<file path="src/rtl/reverse_pkg.sv">
// rtl/reverse_pkg.sv - register map, FSM states and completion codes shared by the reverse engine master and responder
package reverse_pkg;

   localparam logic [7:0] REG_ORI_BASE_LOW  = 8'h00;
   localparam logic [7:0] REG_ORI_BASE_HIGH = 8'h04;
   localparam logic [7:0] REG_BS_BASE_LOW   = 8'h08;
   localparam logic [7:0] REG_BS_BASE_HIGH  = 8'h0C;
   localparam logic [7:0] REG_LEN           = 8'h10;
   localparam logic [7:0] REG_START         = 8'h14;
   localparam logic [7:0] REG_DONE          = 8'h18;

   typedef enum logic [3:0] {
      IDLE,
      WR_ORI_L,
      WR_ORI_H,
      WR_BS_L,
      WR_BS_H,
      WR_LEN,
      WR_START,
      WR_UNSTART,
      POLL_LO,
      POLL_HI,
      GAP,
      CMPL
   } state_t;

   typedef enum logic [1:0] {
      CMPL_OK       = 2'd0,
      CMPL_ZERO_LEN = 2'd1,
      CMPL_TIMEOUT  = 2'd2
   } status_t;

   function automatic logic is_access(input state_t s);
      case (s)
         WR_ORI_L, WR_ORI_H, WR_BS_L, WR_BS_H, WR_LEN,
         WR_START, WR_UNSTART, POLL_LO, POLL_HI: return 1'b1;
         default: return 1'b0;
      endcase
   endfunction

   function automatic logic [7:0] reg_addr_of(input state_t s);
      case (s)
         WR_ORI_L:            return REG_ORI_BASE_LOW;
         WR_ORI_H:            return REG_ORI_BASE_HIGH;
         WR_BS_L:             return REG_BS_BASE_LOW;
         WR_BS_H:             return REG_BS_BASE_HIGH;
         WR_LEN:              return REG_LEN;
         WR_START, WR_UNSTART: return REG_START;
         POLL_LO, POLL_HI:    return REG_DONE;
         default:             return 8'h00;
      endcase
   endfunction

endpackage

</file>
<file path="src/rtl/reverse_cfg_bus_req.sv">
// rtl/reverse_cfg_bus_req.sv - single-outstanding register request holder; launches on issue, retires on reg_ack
module reverse_cfg_bus_req (
   input  logic        clk,
   input  logic        rst_n,
   input  logic        issue,
   input  logic        issue_wr,
   input  logic [7:0]  issue_addr,
   input  logic [31:0] issue_wdata,
   input  logic        reg_ack,
   output logic        done,
   output logic        reg_wr,
   output logic        reg_rd,
   output logic [7:0]  reg_addr,
   output logic [31:0] reg_wdata
);

   // An ack with nothing outstanding never reaches the FSM.
   assign done = reg_ack && (reg_wr || reg_rd);

   always_ff @(posedge clk or negedge rst_n) begin
      if (!rst_n) begin
         reg_wr    <= 1'b0;
         reg_rd    <= 1'b0;
         reg_addr  <= 8'h00;
         reg_wdata <= 32'h0;
      end else if (issue) begin
         reg_wr    <= issue_wr;
         reg_rd    <= !issue_wr;
         reg_addr  <= issue_addr;
         reg_wdata <= issue_wr ? issue_wdata : 32'h0;
      end else if (done) begin
         reg_wr <= 1'b0;
         reg_rd <= 1'b0;
      end
   end

endmodule

</file>
<file path="src/rtl/reverse_cfg_master.sv">
// rtl/reverse_cfg_master.sv - programs the reverse engine registers, pulses START and polls DONE for one job at a time
// REVERSE_CFG_TIMEOUT_EN adds a DONE-read limit of TIMEOUT_POLLS that completes the job with status TIMEOUT.
module reverse_cfg_master
   import reverse_pkg::*;
#(
   parameter int POLL_GAP      = 4,
   parameter int TIMEOUT_POLLS = 65535
) (
   input  logic        axi_clk,
   input  logic        axi_rstn,
   input  logic        cmd_valid,
   output logic        cmd_ready,
   input  logic [63:0] cmd_ori_base,
   input  logic [63:0] cmd_bs_base,
   input  logic [31:0] cmd_len,
   output logic        cmpl_valid,
   input  logic        cmpl_ready,
   output logic [1:0]  cmpl_status,
   output logic        busy,
   output logic        reg_wr,
   output logic        reg_rd,
   output logic [7:0]  reg_addr,
   output logic [31:0] reg_wdata,
   input  logic [31:0] reg_rdata,
   input  logic        reg_ack
);

   localparam int GW = (POLL_GAP > 1) ? $clog2(POLL_GAP) : 1;
   localparam logic [GW-1:0] GAP_LAST = GW'((POLL_GAP > 0) ? POLL_GAP - 1 : 0);

   state_t        state;
   state_t        state_next;
   status_t       status_q;
   status_t       status_next;
   logic [31:0]   ori_hi_q;
   logic [63:0]   bs_q;
   logic [31:0]   len_q;
   logic          phase_hi_q;
   logic          phase_hi_next;
   logic [GW-1:0] gap_cnt;
   logic          accept;
   logic          done;
   logic          timeout_hit;
   logic          issue;
   logic          issue_wr;
   logic [7:0]    issue_addr;
   logic [31:0]   issue_wdata;
   logic          unused_rdata;

   assign accept       = cmd_valid && (state == IDLE);
   assign cmd_ready    = (state == IDLE);
   assign busy         = (state != IDLE);
   assign cmpl_valid   = (state == CMPL);
   assign cmpl_status  = status_q;
   assign unused_rdata = ^reg_rdata[31:1];

`ifdef REVERSE_CFG_TIMEOUT_EN
   localparam int PW = $clog2(TIMEOUT_POLLS + 1);
   logic [PW-1:0] poll_cnt;

   always_ff @(posedge axi_clk or negedge axi_rstn) begin
      if (!axi_rstn) begin
         poll_cnt <= '0;
      end else if (state == WR_UNSTART && done) begin
         poll_cnt <= '0;
      end else if ((state == POLL_LO || state == POLL_HI) && done) begin
         poll_cnt <= poll_cnt + 1'b1;
      end
   end

   // Evaluated on the completing read, so this read is the last one allowed.
   assign timeout_hit = (poll_cnt == PW'(TIMEOUT_POLLS - 1));
`else
   assign timeout_hit = 1'b0;
`endif

   always_ff @(posedge axi_clk or negedge axi_rstn) begin
      if (!axi_rstn) begin
         state      <= IDLE;
         status_q   <= CMPL_OK;
         ori_hi_q   <= 32'h0;
         bs_q       <= 64'h0;
         len_q      <= 32'h0;
         phase_hi_q <= 1'b0;
         gap_cnt    <= '0;
      end else begin
         state      <= state_next;
         status_q   <= status_next;
         phase_hi_q <= phase_hi_next;
         gap_cnt    <= (state == GAP) ? gap_cnt + 1'b1 : '0;
         if (accept) begin
            ori_hi_q <= cmd_ori_base[63:32];
            bs_q     <= cmd_bs_base;
            len_q    <= cmd_len;
         end
      end
   end

   always_comb begin
      state_next    = state;
      status_next   = status_q;
      phase_hi_next = phase_hi_q;
      case (state)
         IDLE: begin
            if (cmd_valid) begin
               if (cmd_len == 32'd0) begin
                  state_next  = CMPL;
                  status_next = CMPL_ZERO_LEN;
               end else begin
                  state_next    = WR_ORI_L;
                  phase_hi_next = 1'b0;
               end
            end
         end
         WR_ORI_L:   if (done) state_next = WR_ORI_H;
         WR_ORI_H:   if (done) state_next = WR_BS_L;
         WR_BS_L:    if (done) state_next = WR_BS_H;
         WR_BS_H:    if (done) state_next = WR_LEN;
         WR_LEN:     if (done) state_next = WR_START;
         WR_START:   if (done) state_next = WR_UNSTART;
         WR_UNSTART: if (done) state_next = POLL_LO;
         POLL_LO, POLL_HI: begin
            if (done) begin
               if (state == POLL_HI && reg_rdata[0]) begin
                  state_next  = CMPL;
                  status_next = CMPL_OK;
               end else if (timeout_hit) begin
                  state_next  = CMPL;
                  status_next = CMPL_TIMEOUT;
               end else begin
                  phase_hi_next = (state == POLL_HI) || !reg_rdata[0];
                  state_next    = (POLL_GAP == 0) ? (phase_hi_next ? POLL_HI : POLL_LO) : GAP;
               end
            end
         end
         GAP:  if (gap_cnt == GAP_LAST) state_next = phase_hi_q ? POLL_HI : POLL_LO;
         CMPL: if (cmpl_ready) state_next = IDLE;
         default: state_next = IDLE;
      endcase
   end

   // Requests are launched on the edge that enters an access state, so the
   // bus sees the next access in the cycle right after the previous ack.
   always_comb begin
      issue      = is_access(state_next) && ((state_next != state) || done);
      issue_wr   = (state_next != POLL_LO) && (state_next != POLL_HI);
      issue_addr = reg_addr_of(state_next);
      case (state_next)
         WR_ORI_L: issue_wdata = cmd_ori_base[31:0];
         WR_ORI_H: issue_wdata = ori_hi_q;
         WR_BS_L:  issue_wdata = bs_q[31:0];
         WR_BS_H:  issue_wdata = bs_q[63:32];
         WR_LEN:   issue_wdata = len_q;
         WR_START: issue_wdata = 32'd1;
         default:  issue_wdata = 32'd0;
      endcase
   end

   reverse_cfg_bus_req u_bus_req (
      .clk         (axi_clk),
      .rst_n       (axi_rstn),
      .issue       (issue),
      .issue_wr    (issue_wr),
      .issue_addr  (issue_addr),
      .issue_wdata (issue_wdata),
      .reg_ack     (reg_ack),
      .done        (done),
      .reg_wr      (reg_wr),
      .reg_rd      (reg_rd),
      .reg_addr    (reg_addr),
      .reg_wdata   (reg_wdata)
   );

endmodule

</file>
<file path="config.mk">
export PLATFORM = sky130hd
export DESIGN_NAME = reverse_cfg_master
export DESIGN_NICKNAME = d
export VERILOG_FILES = /design/src/rtl/reverse_pkg.sv /design/src/rtl/reverse_cfg_bus_req.sv /design/src/rtl/reverse_cfg_master.sv
export SDC_FILE = /design/constraint.sdc
export NUM_CORES = 1
export LEC_CHECK = 0
export BUFFER_PORTS_ARGS = -buffer_cell sky130_fd_sc_hd__buf_2
export CAP_MARGIN = 20
export CORE_MARGIN = 4
export CORE_UTILIZATION = 28
export DETAILED_ROUTE_END_ITERATION = 12
export GPL_ROUTABILITY_DRIVEN = 1
export GPL_TIMING_DRIVEN = 1
export PLACE_DENSITY = 0.58
export SYNTH_ARGS = -nofsm -noshare
export SYNTH_HDL_FRONTEND = slang
export SYNTH_HIERARCHICAL = 1
export SYNTH_SLANG_ARGS = --single-unit
</file>
<file path="constraint.sdc">
create_clock -name axi_clk -period 3.1 [get_ports axi_clk]
set_input_delay 0.465 -clock axi_clk [delete_from_list [all_inputs] [get_ports axi_clk]]
set_output_delay 0.465 -clock axi_clk [all_outputs]
set_load 0.01 [all_outputs]
</file>
==> flow_metrics.env, run 1 <==
export IMPL_cts_setup_buffers=0
export IMPL_initial_core_util_pct=28.35
export IMPL_dieWidth_um=184
export IMPL_num_antenna_cells=0
export IMPL_yosysMostFrequentCell="nand2_1"
export IMPL_synth_commonest_cells="292 x nand2_1, 178 x dfrtp_1, 41 x clkbuf_1, 40 x mux2_2, 38 x inv_1"
export IMPL_path_cells="nor4bb_1, and3_1, buf_6, nor3_1, a311oi_1, a32o_2, buf_12, mux2_2"
export IMPL_finalHoldViolations=0
export IMPL_layout_drive_gt1_share_pct=30.80
export IMPL_synth_edf_count=0
export IMPL_crit_fanout=33
export IMPL_wl_per_cell_um=19.25
export IMPL_layoutNonFillerInstCount=1555
export IMPL_clkLatencyLatePin_ns=0.44
export IMPL_dp_cells=1522
export IMPL_path_class="reg -> reg"
export IMPL_cts_sinks=178
export IMPL_slew_headroom_pct=28.80
export IMPL_p_leak_uw=0.005578
export IMPL_crit_buf_inv=2
export IMPL_slew_viol_final=0
export IMPL_place_congestion=0.8587
export IMPL_yosysTopAreaCell="dfrtp_1"
export IMPL_grt_max_degree=130
export IMPL_cts_buffers=17
export IMPL_setup_viol=0
export IMPL_yosysWarnings=6
export IMPL_netlist_top_cells_area="dfrtp_1 51%, nand2_1 13%, mux2_2 5.2%, mux2_1 4.2%, a221o_1 3.6%"
export IMPL_nets=1344
export IMPL_yosysSeqAreaShare_pct=51.36
export IMPL_clk_pin_slew_ns=0.07
export IMPL_design_area_mm2=0.01113
export IMPL_cts_tree="yes"
export IMPL_crit_start="state[1]$_DFF_PN0_"
export IMPL_cp_required_ns=3.43
export IMPL_fin_skew_ns=0.01201
export IMPL_syn_cell_area_mm2=0.008673
export IMPL_wl_um=29930
export IMPL_drv_cap=0
export IMPL_grt_pass1_wl_um=44990
export IMPL_grt_usage_pct=17.38
export IMPL_cts_root_buf="clkbuf_16"
export IMPL_vias=7595
export IMPL_ys_types=56
export IMPL_slowest_stage="dfrtp_1"
export IMPL_status="finished clean"
export IMPL_layout_worst_path_cycle_share_pct=95.76
export IMPL_io_buffers=211
export IMPL_ant_nets=0
export IMPL_cts_hold_buf=0
export IMPL_cts_path_max_buffers=2
export IMPL_synth_avg_cell_area_um2=9.336
export IMPL_drtPass1Iterations=5
export IMPL_htree_levels=4
export IMPL_finalCriticalPeriod_ns=2.969
export IMPL_placed_area_mm2=0.01049
export IMPL_io_pins=244
export IMPL_viasPerCell=4.884
export IMPL_rows=64
export IMPL_critPathTopFamily="simple AND/OR/NAND/NOR gates"
export IMPL_start_kind="flop"
export IMPL_slowest_delay_ns=0.52
export IMPL_endpoint_kind="flop"
export IMPL_ff2ff_setup_slack_ns=0.13
export IMPL_antenna_found_initial=0
export IMPL_drc=0
export IMPL_p_per_area_mw_per_mm2=1117
export IMPL_coreArea_mm2=0.03059
export IMPL_hp_class="in -> async"
export IMPL_ir_drop_v=0.0006589
export IMPL_die_area_mm2=0.03386
export IMPL_ys_ff_latch=178
export IMPL_async_flop_share_pct=100.0
export IMPL_tns_ns=0
export IMPL_globalRoute_totalOverflow=0
export IMPL_cp_arrival_ns=3.29
export IMPL_ys_flop_type="dfrtp_1"
export IMPL_drtIter0Drc=459
export IMPL_fp_dieH_um=184
export IMPL_rsz0062_at_grt="no"
export IMPL_area_growth_pct=28.29
export IMPL_fmax_mhz=336.9
export IMPL_first_global_vias=7509
export IMPL_tightest_slew_ns=1.068
export IMPL_syn_inst=929
export IMPL_r2r_start="state[1]$_DFF_PN0_"
export IMPL_hpwlAfterDp_um=20570
export IMPL_yosys_area_top_type_share_pct=51.36
layout make-up:
type                    count  area, um2
multi-input cells         639       3782
repair buffers            270       1629
clock buffers              19      452.9
flip-flops and latches    178       4454
inverters                  40      150.1
fillers                  3149      19460
clock inverters            13      162.7
well taps                 396      495.5
worst reg2reg max path: cells and delay by family (launching register included):
kind / cells / cell delay [ns]
muxes: 1 / 0.36
AOI/OAI and AO/OA: 2 / 0.53
buffers and inverters: 2 / 0.54
and+or+nand+nor: 3 / 0.91
DFF: 1 / 0.52
worst paths after layout:
check                                                            to  depth (start not counted)
worst min register to register                 gap_cnt[0]$_DFF_PN0_                          1
max in group asynchronous                      len_q[4]$_DFFE_PN0P_                          2
worst min-delay path            u_bus_req/reg_wdata[23]$_DFFE_PN0P_                          2
worst max register to register    u_bus_req/reg_addr[6]$_DFFE_PN0P_                          8
min in group axi_clk                            bs_q[5]$_DFFE_PN0P_                          3
worst max-delay path              u_bus_req/reg_addr[6]$_DFFE_PN0P_                          8
cell families (layout without fill, tap and decap cells):
group	Yosys count	after routing	synth area share, %
fa+ha+maj	2	2	0.2596
compound gates	153	153	12.38
flops	178	178	51.36
other cells	1	6	0.04324
buf+inv	117	342	5.727
simple gates	403	403	20.54
mux	75	75	9.694
through the flow:
step	utilization [%]	total power (uW)	hold WS [ns]	worst slack [ns]
final	36.38	12430	0.05952	0.1314
after global routing	36.38	13390	0.09025	0.07051
after CTS	36.31	12540	0.07213	0.009796
after detailed placement	34.30	10180	0.4373	-0.1402
after global placement	34.30	10050	0.4190	-0.1408
after floorplan	-	7901	0.1694	0.1607
where the power goes:
part           leakage [uW]  internal [uW]  switching (uW)
clock              0.000299           1260            1040
combinational       0.00306           2680            3510
sequential          0.00222           3400             540
total               0.00558           7330            5090
what timing repair did:
action	in CTS	in global routing
gates resized for setup	0	3
pin swaps	1	0
setup endpoints to repair	1	40
state kept, by name, summed over array words and instances, names as in the netlist:
signal,cells
len_q,32
ori_hi_q,32
gap_cnt,2
cmpl_status,1
bs_q,64
state,4
u_bus_req/reg_rd,1
u_bus_req/reg_addr,8
u_bus_req/reg_wdata,32
phase_hi_q,1
u_bus_req/reg_wr,1
cell usage in the layout (no fill, tap or decap), types with 8 or more instances in the layout:
master	n
inv_1	38
buf_12	9
clkbuf_16	17
nor4_1	8
dfrtp_1	178
mux2_1	32
nand3_1	36
a21oi_1	33
buf_2	210
a221o_1	31
o21ai_0	29
o31ai_1	31
nand4_1	34
mux2_2	40
buf_4	47
nand2_1	291
layer usage:
metal	track usage, %	routed length (um)	vias to the layer above
met2	25.25	13080	266
met3	3.285	1823	32
met5	0	0	-
li1	-	-	3644
met1	26.04	14340	3653
met4	5.590	685	0
Note: power is estimated with default switching activity, not from simulation.
==> run 2, diff against run 1 <==
- CELL_PAD_IN_SITES_DETAIL_PLACEMENT: not set -> 2
- CELL_PAD_IN_SITES_GLOBAL_PLACEMENT: not set -> 2
- PLACE_DENSITY: 0.58 -> 0.83
==> run 2 against run 1 <==
Register-to-register slack barely moved. Global-route usage rose by 2.8 points. Sequential power rose by 2%. Final area rose by 0.44%. Core utilization rose by 0.16 points. Non-clock buffer count rose by 6. Clock-buffer cell count did not move. Highest routed layer unchanged. Final cell count rose by 0.45%.
==> flow_metrics.env, run 2 (synthesis gave the netlist of run 1 again) <==
export IMPL_postLayoutCoreUtil_pct=36.53
export IMPL_status="finished clean"
export IMPL_hpwlAfterDp_um=24670
export IMPL_power_share_clock_pct=17.2
export IMPL_critPathTopFamily="simple AND/OR/NAND/NOR gates"
export IMPL_fin_skew_ns=0.01519
export IMPL_p_sw_share_pct=43.18
export IMPL_start_kind="flop"
export IMPL_slowest_stage="dfrtp_1"
export IMPL_layout_drive_gt1_share_pct=31.42
export IMPL_fmax_mhz=336.6
export IMPL_place_congestion=0.8298
export IMPL_path_class="reg -> reg"
export IMPL_cts_hold_buf=0
export IMPL_initial_core_util_pct=28.35
export IMPL_htree_levels=4
export IMPL_vias=8002
export IMPL_cts_tree="yes"
export IMPL_layout_commonest_cell="nand2_1"
export IMPL_layout_setup_ws_ns=0.1291
export IMPL_path_cells="nor4bb_2, and3_1, buf_6, nor3_1, a311oi_1, a32o_2, buf_4, mux2_2"
export IMPL_die_area_mm2=0.03386
export IMPL_p_seq_share_pct=31.3
export IMPL_nets=1350
export IMPL_crit_fanout=32
export IMPL_regMostFlops="bs_q"
export IMPL_wl_per_cell_um=22.23
export IMPL_r2r_cells=8
export IMPL_p_switching_uw=5538
export IMPL_cp_required_ns=3.42
export IMPL_endpoint_kind="flop"
export IMPL_r2r_end="u_bus_req/reg_addr[6]$_DFFE_PN0P_"
export IMPL_antenna_found_initial=1
export IMPL_rows=64
export IMPL_final_fill_count=3446
export IMPL_cts_root_buf="clkbuf_16"
export IMPL_coreArea_mm2=0.03059
export IMPL_cts_path_max_buffers=2
export IMPL_drv_cap=0
export IMPL_p_per_area_mw_per_mm2=1148
export IMPL_first_global_vias=8747
export IMPL_drtIter0Drc=595
export IMPL_final_cell_mix="291 x nand2_1, 210 x buf_2, 178 x dfrtp_1"
export IMPL_drc=0
export IMPL_largest_reg_flops=64
export IMPL_slowest_delay_ns=0.50
export IMPL_grt_max_degree=97
export IMPL_grt_pass1_wl_um=52590
export IMPL_ir_drop_v=0.0006096
export IMPL_cp_arrival_ns=3.29
export IMPL_finalCriticalPeriod_ns=2.971
export IMPL_finalHoldViolations=0
export IMPL_r2r_start="state[2]$_DFF_PN0_"
export IMPL_dieWidth_um=184
export IMPL_slew_headroom_pct=30.25
export IMPL_dp_slack_ns=-0.2376
export IMPL_ff2ff_setup_slack_ns=0.13
export IMPL_design_area_mm2=0.01118
export IMPL_io_pins=244
export IMPL_tightest_slew_ns=1.046
export IMPL_io_buffers=211
export IMPL_cts_sinks=178
export IMPL_wl_um=34730
export IMPL_p_int_uw=7287
export IMPL_fp_dieH_um=184
export IMPL_p_leak_uw=0.005599
export IMPL_area_growth_pct=28.85
export IMPL_clkLatencyLatePin_ns=0.43
export IMPL_viasPerCell=5.123
export IMPL_drtPass1Iterations=4
export IMPL_setup_viol=0
export IMPL_comb_power_share_pct=51.5
export IMPL_globalRoute_totalOverflow=0
export IMPL_hp_class="in -> async"
export IMPL_slew_viol_final=0
export IMPL_ant_nets=0
export IMPL_placed_area_mm2=0.01049
export IMPL_layout_worst_path_cycle_share_pct=95.84
export IMPL_cts_buffers=17
export IMPL_grt_usage_pct=20.15
export IMPL_crit_buf_inv=2
export IMPL_clk_pin_slew_ns=0.08
[run 2: cell count changes in the layout (fill, tap and decap cells not counted), sizes merged]
cell / previous run / this run
clkinv: 4 / 6
buf: 270 / 276
diode: 0 / 1
bufinv: 2 / 0
[run 2: per-layer routing]
metal | up-vias | share of wire [%] | GRT usage (%)
met1 | 4106 | 47 | 28.16
li1 | 3647 | - | -
met4 | 0 | 2.4 | 6.270
met5 | - | 0 | 0
met3 | 45 | 3.5 | 2.454
met2 | 204 | 47 | 32.77
[run 2: through the flow]
step	instances	TNS [ns]	total power, uW	hold slack [ns]
after CTS	1559	0	12880	0.04902
after floorplan	934	0	7901	0.1694
final	1562	0	12820	0.04272
after global placement	1524	-3.591	10060	0.4200
after detailed placement	1524	-8.065	10480	0.4343
after global routing	1562	-0.02978	13750	0.06494
[run 2: timing repair]
item / CTS / global route
pin swaps: 2 / 2
buffers inserted: 3 / 2
setup endpoints to repair: 40 / 61
gates resized for setup: 4 / 5
[run 2: worst max-delay path by stage]
| stage | startpoint | end | slack [ns] | cells after the start |
|---|---|---|---|---|
| after floorplan | reg_ack | u_bus_req/reg_wdata[25]$_DFFE_PN0P_ | 0.16 | 12 |
| after global placement | reg_ack | u_bus_req/reg_wdata[5]$_DFFE_PN0P_ | -0.11 | 11 |
| after detailed placement | reg_ack | u_bus_req/reg_wdata[31]$_DFFE_PN0P_ | -0.24 | 12 |
| after CTS | u_bus_req/reg_rd$_DFFE_PN0P_ | u_bus_req/reg_wdata[31]$_DFFE_PN0P_ | 0.01 | 12 |
| after global routing | state[2]$_DFF_PN0_ | u_bus_req/reg_addr[6]$_DFFE_PN0P_ | -0.02 | 8 |
| final | state[2]$_DFF_PN0_ | u_bus_req/reg_addr[6]$_DFFE_PN0P_ | 0.13 | 8 |
[run 2: final cells by class]
cell class,instances,area (um2),area share (%)
antenna,1,2.502,0.02239
clock buffer,19,452.9,4.053
clock inverter,13,142.6,1.276
inverter,40,150.1,1.343
multi-input combinational,639,3795,33.96
sequential,178,4454,39.86
tap,396,495.5,4.434
timing repair buffer,276,1683,15.06
[run 2: power by group through the flow]
stage / combinational [uW] / clock (uW) / sequential, uW
after global routing: 7240 / 2370 / 4140
after global placement: 6100 / 0 / 3960
after detailed placement: 6430 / 0 / 4050
after floorplan: 3970 / 0 / 3930
final: 6600 / 2210 / 4010
after CTS: 6600 / 2270 / 4010
